File: src/rtl/dm_arbiter.sv
// dm_arbiter: two-port (A=CPU, B=DMA) data-memory arbiter, 3-cycle access; define DM_ARBITER_FIXED_PRIO_EN for fixed A priority
module dm_arbiter #(
  parameter int DEPTH = 8,
  parameter int AW = 8
) (
  input  logic          clk,
  input  logic          rst,
  input  logic          a_req,
  input  logic          a_we,
  input  logic [AW-1:0] a_addr,
  input  logic [7:0]    a_wdata,
  input  logic          b_req,
  input  logic          b_we,
  input  logic [AW-1:0] b_addr,
  input  logic [7:0]    b_wdata,
  output logic          a_gnt,
  output logic          a_rvalid,
  output logic [7:0]    a_rdata,
  output logic          a_err,
  output logic          b_gnt,
  output logic          b_rvalid,
  output logic [7:0]    b_rdata,
  output logic          b_err,
  output logic [AW-1:0] mem_addr,
  output logic [7:0]    mem_wdata,
  output logic          mem_read,
  output logic          mem_write,
  input  logic [7:0]    mem_rdata,
  output logic          busy
);
  typedef enum logic [1:0] {IDLE, ACCESS, RESP} state_t;
  state_t state, state_n;
  logic owner, l_we, win, in_rng, acc, rsp, any_req;
  logic [AW-1:0] l_addr;
  logic [7:0] l_wdata;
`ifdef DM_ARBITER_FIXED_PRIO_EN
  assign win = !a_req;
`else
  logic prio;
  assign win = (a_req && b_req) ? prio : !a_req;
`endif
  assign any_req = a_req || b_req;
  assign acc = state == ACCESS;
  assign rsp = state == RESP;
  assign in_rng = 32'(l_addr) < DEPTH;
  always_comb begin
    state_n = IDLE;
    state_n = (state == IDLE) ? (any_req ? ACCESS : IDLE) : (acc ? RESP : IDLE);
  end
  always_ff @(posedge clk) begin
    if (rst) begin
      state <= IDLE;
      owner <= 1'b0;
      l_we <= 1'b0;
      l_addr <= '0;
      l_wdata <= '0;
      a_rdata <= '0;
      b_rdata <= '0;
`ifndef DM_ARBITER_FIXED_PRIO_EN
      prio <= 1'b0;
`endif
    end else begin
      state <= state_n;
      if (state == IDLE && any_req) begin
        owner <= win;
        l_we <= win ? b_we : a_we;
        l_addr <= win ? b_addr : a_addr;
        l_wdata <= win ? b_wdata : a_wdata;
`ifndef DM_ARBITER_FIXED_PRIO_EN
        prio <= !win;
`endif
      end
      if (acc && !l_we && in_rng && !owner) a_rdata <= mem_rdata;
      if (acc && !l_we && in_rng && owner) b_rdata <= mem_rdata;
    end
  end
  assign a_gnt = acc && !owner;
  assign b_gnt = acc && owner;
  assign a_rvalid = rsp && !owner;
  assign b_rvalid = rsp && owner;
  assign a_err = rsp && !owner && !in_rng;
  assign b_err = rsp && owner && !in_rng;
  assign mem_addr = acc ? l_addr : '0;
  assign mem_wdata = acc ? l_wdata : '0;
  // out-of-range or reset-interrupted accesses never touch memory
  assign mem_write = !rst && acc && in_rng && l_we;
  assign mem_read = !rst && acc && in_rng && !l_we;
  assign busy = state != IDLE;
endmodule
File: config.mk
export PLATFORM = sky130hd
export DESIGN_NAME = dm_arbiter
export DESIGN_NICKNAME = d
export VERILOG_FILES = /design/src/rtl/dm_arbiter.sv
export SDC_FILE = /design/constraint.sdc
export NUM_CORES = 1
export LEC_CHECK = 0
export CAP_MARGIN = 20
export CORE_UTILIZATION = 40
export CTS_CLUSTER_DIAMETER = 40
export DETAILED_ROUTE_END_ITERATION = 7
export GPL_TIMING_DRIVEN = 1
export PLACE_DENSITY = 0.79
export RECOVER_POWER = 25
export SLEW_MARGIN = 40
export SYNTH_ARGS = -nofsm -noshare
export SYNTH_HDL_FRONTEND = slang
export SYNTH_SLANG_ARGS = --single-unit
export TNS_END_PERCENT = 50
File: constraint.sdc
create_clock -name clk -period 2.14 [get_ports clk]
set_clock_uncertainty 0.05 [all_clocks]
set_input_delay 0.428 -clock clk [delete_from_list [all_inputs] [get_ports clk]]
set_output_delay 0.428 -clock clk [all_outputs]
set_load 0.02 [all_outputs]
# --- After elaboration in Yosys (flattened, before gate mapping) ---
# Cells that the tools add are included.
totals:
  reg_bits: 37
  inputBits: 46
op_classes:
  order_cmp: 1
  n_eq_ne: 2
  n_mux: 9
  reduce_logical: 25
ops:
  columns: ["op", "n"]
  rows:
  - ["$mux 8", 4]
  - ["$logic_and 1x1->1", 16]
  - ["$lt 8x4->1 const B", 1]
  - ["$logic_not 1->1", 6]
  - ["$mux 2", 2]
  - ["$mux 1", 3]
  - ["$eq 2x1->1 const B", 1]
  - ["$eq 2x2->1 const B", 1]
  - ["$logic_not 2->1", 1]
  - ["$reduce_bool 2->1", 1]
  - ["$logic_or 1x1->1", 1]

# --- Depth between registers and ports, before layout ---
# Gate-level depths: netlist of run 1.
logic_depth:
  word_depth: 4
  depth_mapped: 6
  depth_no_buf: 3

# --- Worst setup path after synthesis of run 1 ---
# No wires, ideal clock.
synth_path:
  kind: "reg2out"
  startpoint: "register l_addr[6]"
  endpoint: "output port mem_read"
  t_arrival_ns: 1.502
  t_required_ns: 1.662
  slack_ns: 0.160
  stages_incl_launch_ff: 3
  n_path_buf: 0
  cell_sequence: "dfxtp_1 -> or4_4 -> nor4_1"
synth_via:
  elab_chain_cells: 3
synth_rtl:
  columns: ["element", "line", "rtl"]
  rows:
  - ["start, declared", "34", "logic [AW-1:0] l_addr;"]
  - ["start signal, assigned", "67", "l_addr <= win ? b_addr : a_addr;"]
  - ["$lt 8x4->1", "45", "assign in_rng = 32'(l_addr) < DEPTH;"]
  - ["$logic_and 1x1->1 (2 in a row)", "87", "assign mem_read = !rst && acc && in_rng && !l_we;"]
  - ["end, declared", "26", "output logic mem_read,"]
# No other way between the ends.

# --- Worst setup path after layout of run 1 ---
layout_path:
  startpoint: "register l_addr[7]"
  endpoint: "output port b_err"
layout_via:
  elab_chain_cells: 3
layout_rtl:
  columns: ["element", "line", "rtl"]
  rows:
  - ["$lt 8x4->1", "45", null]
  - ["$logic_not 1->1", "82", "assign b_err = rsp && owner && !in_rng;"]
  - ["$logic_and 1x1->1", "82", null]
  - ["end, declared", "23", "output logic b_err,"]
# No other way between the ends.

==> results of run 1 <==
synthesized netlist by cell type, types with 2 or more instances:
library cell	instances
o21ai_0	14
o21ai_1	3
dfxtp_1	37
clkbuf_1	14
nor2b_1	3
or4_4	2
nor2_1	5
nand2b_1	28
nor3b_1	2
nand3_1	34
or2_1	2
a31oi_1	17
mux2i_1	16
nor4_1	2
and2_1	15
nor3b_2	2
path summary, 6_finish.rpt:
kind	startpoint	end	cells past startpoint
max reg2reg	l_addr[6]$_SDFFE_PP0P_	b_rdata[5]$_SDFFE_PP0P_	4
min reg2reg	b_rdata[7]$_SDFFE_PP0P_	b_rdata[7]$_SDFFE_PP0P_	2
max	l_addr[7]$_SDFFE_PP0P_	b_err	5
min	b_rdata[7]$_SDFFE_PP0P_	b_rdata[7]$_SDFFE_PP0P_	2
critical path, stage by stage (launching register included):
cell	delay [ns]
dfxtp_1	0.32
or2_1	0.27
nor4_2	0.21
buf_4	0.17
nor2b_1	0.03
dlygate4sd2_1	0.31
repair_timing:
item	in CTS	in global routing
setup endpoints to repair	24	19
buffers inserted	0	0
gates resized for setup	27	14
registers in the layout, summed over array words and instances (netlist names):
signal and cells:
a_rdata 8, b_rdata 8, l_addr 8, l_wdata 8, l_we 1, owner 1, prio 1, state 2
power breakdown:
part / internal [mW] / switching, mW / total [mW]
Sequential: 0.734 / 0.0276 / 0.762
Combinational: 0.232 / 0.211 / 0.443
Clock: 0.339 / 0.250 / 0.588
Total: 1.31 / 0.488 / 1.79
stage by stage:
stage,cell area (sq um),power (mW),utilization [%]
after global placement,2810,1.22,67.9
after global routing,2890,1.87,69.6
after CTS,2900,1.80,69.9
after floorplan,1790,0.985,-
final,2890,1.79,69.6
after detailed placement,2810,1.23,67.9
cells in the final DEF (no fill, tap or decap), types with 2 or more instances in the layout:
cell             instances
dfxtp_1                 35
or4_4                    2
clkbuf_8                 5
clkdlybuf4s15_1          2
mux2i_1                 16
nand3_1                 34
a31oi_1                 17
clkbuf_2                 6
nand2b_1                28
dfxtp_2                  2
clkdlybuf4s50_1         61
nor2b_1                  2
nor2_1                   5
and2_1                  15
or2_1                    2
o21ai_0                 14
nor3b_2                  2
o21ai_1                  3
dlygate4sd2_1           17
nor3b_1                  2
buf_4                   19
cell families (layout without fill, tap and decap cells):
family | count (synthesis) | count (layout) | synth area share (%)
AOI/OAI and AO/OA | 36 | 36 | 11.5
buffers and inverters | 17 | 117 | 3.99
DFF | 37 | 37 | 41.5
muxes | 16 | 16 | 8.97
and+or+nand+nor | 100 | 100 | 34.1
layout make-up:
| class | count | area share [%] |
|---|---|---|
| clock buffer | 5 | 2.39 |
| sequential | 37 | 25.8 |
| clock inverter | 2 | 1.21 |
| timing repair buffer | 109 | 34.3 |
| tap | 50 | 2.17 |
| inverter | 1 | 0.130 |
| multi-input combinational | 152 | 34.0 |
layer usage:
| layer | vias up | wire, microns | global-route usage, % |
|---|---|---|---|
| met3 | 10 | 367 | 8.22 |
| met1 | 853 | 2400 | 31.2 |
| met2 | 68 | 2520 | 41.2 |
| met4 | 0 | 112 | 9.44 |
| li1 | 927 | - | - |
| met5 | - | 0 | 0 |
==> results.sh, run 1 <==
export IMPL_status="completed"
export IMPL_ys_seq_elements=37
export IMPL_cts_root_buf="clkbuf_8"
export IMPL_synth_edf_count=0
export IMPL_syn_inst=206
export IMPL_cts_tree="built"
export IMPL_p_leak_nw=1.21
export IMPL_seq_area_frac_synth_pct=41.5
export IMPL_cts_buffers=5
export IMPL_gr_total_overflow=0
export IMPL_startpoint_type="flop"
export IMPL_place_ws_ns=-0.212
export IMPL_ctsHoldBuffers=0
export IMPL_hpwl_microns=3940
export IMPL_diodes=0
export IMPL_regArea_sq_um=743
export IMPL_die_h_microns=68.8
export IMPL_syn_to_final_growth_pct=61.6
export IMPL_cts_buffer_depth=2
export IMPL_dieWidth_microns=68.8
export IMPL_drive_above_1_share_pct=14.1
export IMPL_required_ns=1.66
export IMPL_netlist_area_sq_um=1790
export IMPL_max_freq_mhz=480
export IMPL_gp_congestion=0.799
export IMPL_final_cells=356
export IMPL_clk_pin_slew_worst_paths_ns=0.08
export IMPL_post_route_min_period_ns=2.09
export IMPL_synthFlopType="dfxtp_1"
export IMPL_crit_fanout=3
export IMPL_grt_max_degree=37
export IMPL_drtIter0Drc=81
export IMPL_worstSetupPathType="reg -> out"
export IMPL_grt_pass1_wl_microns=8660
export IMPL_synth_area_leaders="dfxtp_1, nand2b_1, nand3_1"
export IMPL_core_area_sq_um=4140
export IMPL_hold_violations=0
export IMPL_synth_async_reset_ratio_pct=0
export IMPL_nets=352
export IMPL_synth_top_area_cell="dfxtp_1"
export IMPL_routed_wl_microns=5390
export IMPL_synth_distinct_cells=26
export IMPL_hold_ws_ns=0.426
export IMPL_syn_nets=252
export IMPL_cts_sinks=37
export IMPL_period_share_pct=97.4
export IMPL_ant_nets=0
export IMPL_crit_path_end_kind="output port"
export IMPL_dp_cells=349
export IMPL_r2r_slack_ns=0.30
export IMPL_setup_tns_ns=0
export IMPL_drc=0
export IMPL_setup_ws_ns=0.0549
export IMPL_die_area_sq_um=4730
export IMPL_dr_total_vias=1858
export IMPL_synth_top_area_share_pct=41.5
export IMPL_grt_pass1_vias=1784
export IMPL_worst_pin_slew_ns=0.616
export IMPL_maxSlewViolCount=0
export IMPL_multi_input_area_sq_um=982
export IMPL_grtUsageTotal_pct=25.4
export IMPL_antenna_found_initial=0
export IMPL_drv_cap=0
export IMPL_drt_vias_per_instance=5.22
export IMPL_min_path_type="reg -> reg"
export IMPL_rsz0062_at_grt="true"
export IMPL_power_density_nw_per_um2=622
export IMPL_peakVddDrop_v=0.000393
export IMPL_clkLatencyLatePin_ns=0.29
export IMPL_synth_avg_cell_area_sq_um=8.67
export IMPL_htree_levels=2
export IMPL_setup_viol=0
export IMPL_wire_per_inst_microns=15.2
export IMPL_rows=23
export IMPL_arrival_ns=1.61
export IMPL_first_pass_iters=4
export IMPL_ios=87
export IMPL_slew_headroom_pct=58.9
export IMPL_nFillCells=361
export IMPL_yosysWarnings=0
export IMPL_portBuffers=86
export IMPL_start_util_pct=43.1
Note: power is estimated with default switching activity, not from simulation.
==> run 2, diff against run 1 <==
- CORE_MARGIN: default -> 2
- MAX_ROUTING_LAYER: default -> met4
==> results.sh, run 2 (same netlist as run 1, synthesis figures left out) <==
export IMPL_status="completed"
export IMPL_hold_violations=0
export IMPL_gr_usage_met1_pct=25.0
export IMPL_dieWidth_microns=70.8
export IMPL_drt_vias_per_instance=5.15
export IMPL_design_area_sq_um=2930
export IMPL_peakVddDrop_v=0.000368
export IMPL_post_route_min_period_ns=2.08
export IMPL_start_util_pct=41.3
export IMPL_cts_tree="built"
export IMPL_worstHoldStart="a_rdata[2]$_SDFFE_PP0P_"
export IMPL_final_cells=357
export IMPL_p_leak_nw=1.23
export IMPL_placed_cell_area_sq_um=2810
export IMPL_ctsResizeCount=28
export IMPL_setup_ws_ns=0.0635
export IMPL_hpwl_microns=3630
export IMPL_required_ns=1.66
export IMPL_ant_nets=0
export IMPL_worst_pin_slew_ns=0.716
export IMPL_r2r_slack_ns=0.30
export IMPL_cts_root_buf="clkbuf_8"
export IMPL_p_int_mw=1.43
export IMPL_max_freq_mhz=482
export IMPL_p_sw_share_pct=25.0
export IMPL_r2r_end="b_rdata[2]$_SDFFE_PP0P_"
export IMPL_rows=24
export IMPL_arrival_ns=1.60
export IMPL_place_ws_ns=-0.164
export IMPL_period_share_pct=97.0
export IMPL_drv_cap=0
export IMPL_htree_levels=2
export IMPL_min_path_type="reg -> reg"
export IMPL_final_cell_mix="clkdlybuf4s50_1, dfxtp_1, nand3_1"
export IMPL_gr_total_overflow=0
export IMPL_dp_cells=349
export IMPL_slew_headroom_pct=52.2
export IMPL_cts_buffers=5
export IMPL_dr_total_vias=1840
export IMPL_power_frac_clock_pct=37.2
export IMPL_startpoint_type="input port"
export IMPL_grt_use_met2_pct=35.0
export IMPL_final_common_cell="clkdlybuf4s50_1"
export IMPL_die_h_microns=70.8
export IMPL_critical_path_startpoint="rst"
export IMPL_grt_max_degree=45
export IMPL_grt_pass1_vias=1893
export IMPL_rsz0062_at_grt="true"
export IMPL_drive_above_1_share_pct=12.8
export IMPL_routed_wl_microns=4950
export IMPL_cts_sinks=37
export IMPL_clk_pin_slew_worst_paths_ns=0.08
export IMPL_power_density_nw_per_um2=653
export IMPL_worstSetupPathType="in -> out"
export IMPL_grt_pass1_wl_microns=8340
export IMPL_cts_buffer_depth=2
export IMPL_nets=350
export IMPL_worst_r2r_cell_count=4
export IMPL_clkLatencyLatePin_ns=0.28
export IMPL_drc=0
export IMPL_finalPower_mw=1.91
export IMPL_syn_to_final_growth_pct=64.1
export IMPL_r2r_start="l_addr[6]$_SDFFE_PP0P_"
export IMPL_antenna_found_initial=0
export IMPL_crit_path_end_kind="output port"
export IMPL_wire_per_inst_microns=13.9
export IMPL_busiest_layer="met2"
export IMPL_portBuffers=86
export IMPL_hold_ws_ns=0.425
export IMPL_die_area_sq_um=5010
export IMPL_first_pass_iters=4
export IMPL_diodes=0
export IMPL_seqPwrFrac_pct=39.7
export IMPL_cts_setup_buffers=0
export IMPL_ios=87
export IMPL_drtIter0Drc=77
export IMPL_core_area_sq_um=4320
export IMPL_setup_viol=0
export IMPL_use_met3_pct=6.84
export IMPL_switchingPower_mw=0.479
export IMPL_combPwrFrac_pct=23.1
export IMPL_grtUsageTotal_pct=21.2
export IMPL_maxSlewViolCount=0
export IMPL_ctsHoldBuffers=0
export IMPL_cp_endpoint="mem_write"
export IMPL_gp_congestion=0.786
export IMPL_crit_fanout=3
==> run 2: critical path, stage by stage <==
cell             delay [ns]
dlygate4sd3_1          0.58
nor2_1                 0.12
and3_1                 0.16
clkdlybuf4s15_1        0.31
==> run 2: how the worst min path moves through the flow <==
stage | endpoint | cells after the start | slack [ns]
after global routing | b_rdata[4]$_SDFFE_PP0P_ | 2 | 0.45
final | a_rdata[2]$_SDFFE_PP0P_ | 2 | 0.43
after detailed placement | a_rdata[4]$_SDFFE_PP0P_ | 2 | 0.42
after floorplan | l_addr[0]$_SDFFE_PP0P_ | 2 | 0.41
after global placement | a_rdata[1]$_SDFFE_PP0P_ | 2 | 0.41
after CTS | a_rdata[2]$_SDFFE_PP0P_ | 2 | 0.43
==> run 2: per-stage QoR <==
stage	TNS (ns)	utilization, %
5_1_grt	-0.0398	67.8
3_3_place_gp	-0.290	65.1
4_1_cts	0	67.7
2_1_floorplan	0	-
6_report	0	67.8
3_5_place_dp	-0.293	65.1
==> run 2: area by class of cell <==
class / instances / area (sq um)
Fill cell: 386 / 1390
Timing Repair Buffer: 107 / 1000
Multi-Input combinational cell: 152 / 982
Sequential cell: 37 / 742
Clock buffer: 5 / 68.8
Clock inverter: 3 / 65.1
Tap cell: 52 / 65.1
Inverter: 1 / 3.75
==> run 2: power groups by stage <==
stage | clock network (mW) | logic, mW | registers, mW
after floorplan | 0 | 0.204 | 0.780
after global placement | 0 | 0.447 | 0.773
after detailed placement | 0 | 0.451 | 0.775
after CTS | 0.728 | 0.446 | 0.760
after global routing | 0.756 | 0.478 | 0.767
final | 0.710 | 0.442 | 0.760
==> run 2: routing by layer <==
| layer | up-vias | wire (microns) |
|---|---|---|
| li1 | 925 | - |
| met4 | 0 | 46 |
| met5 | - | 0 |
| met2 | 61 | 2460 |
| met3 | 6 | 338 |
| met1 | 848 | 2100 |
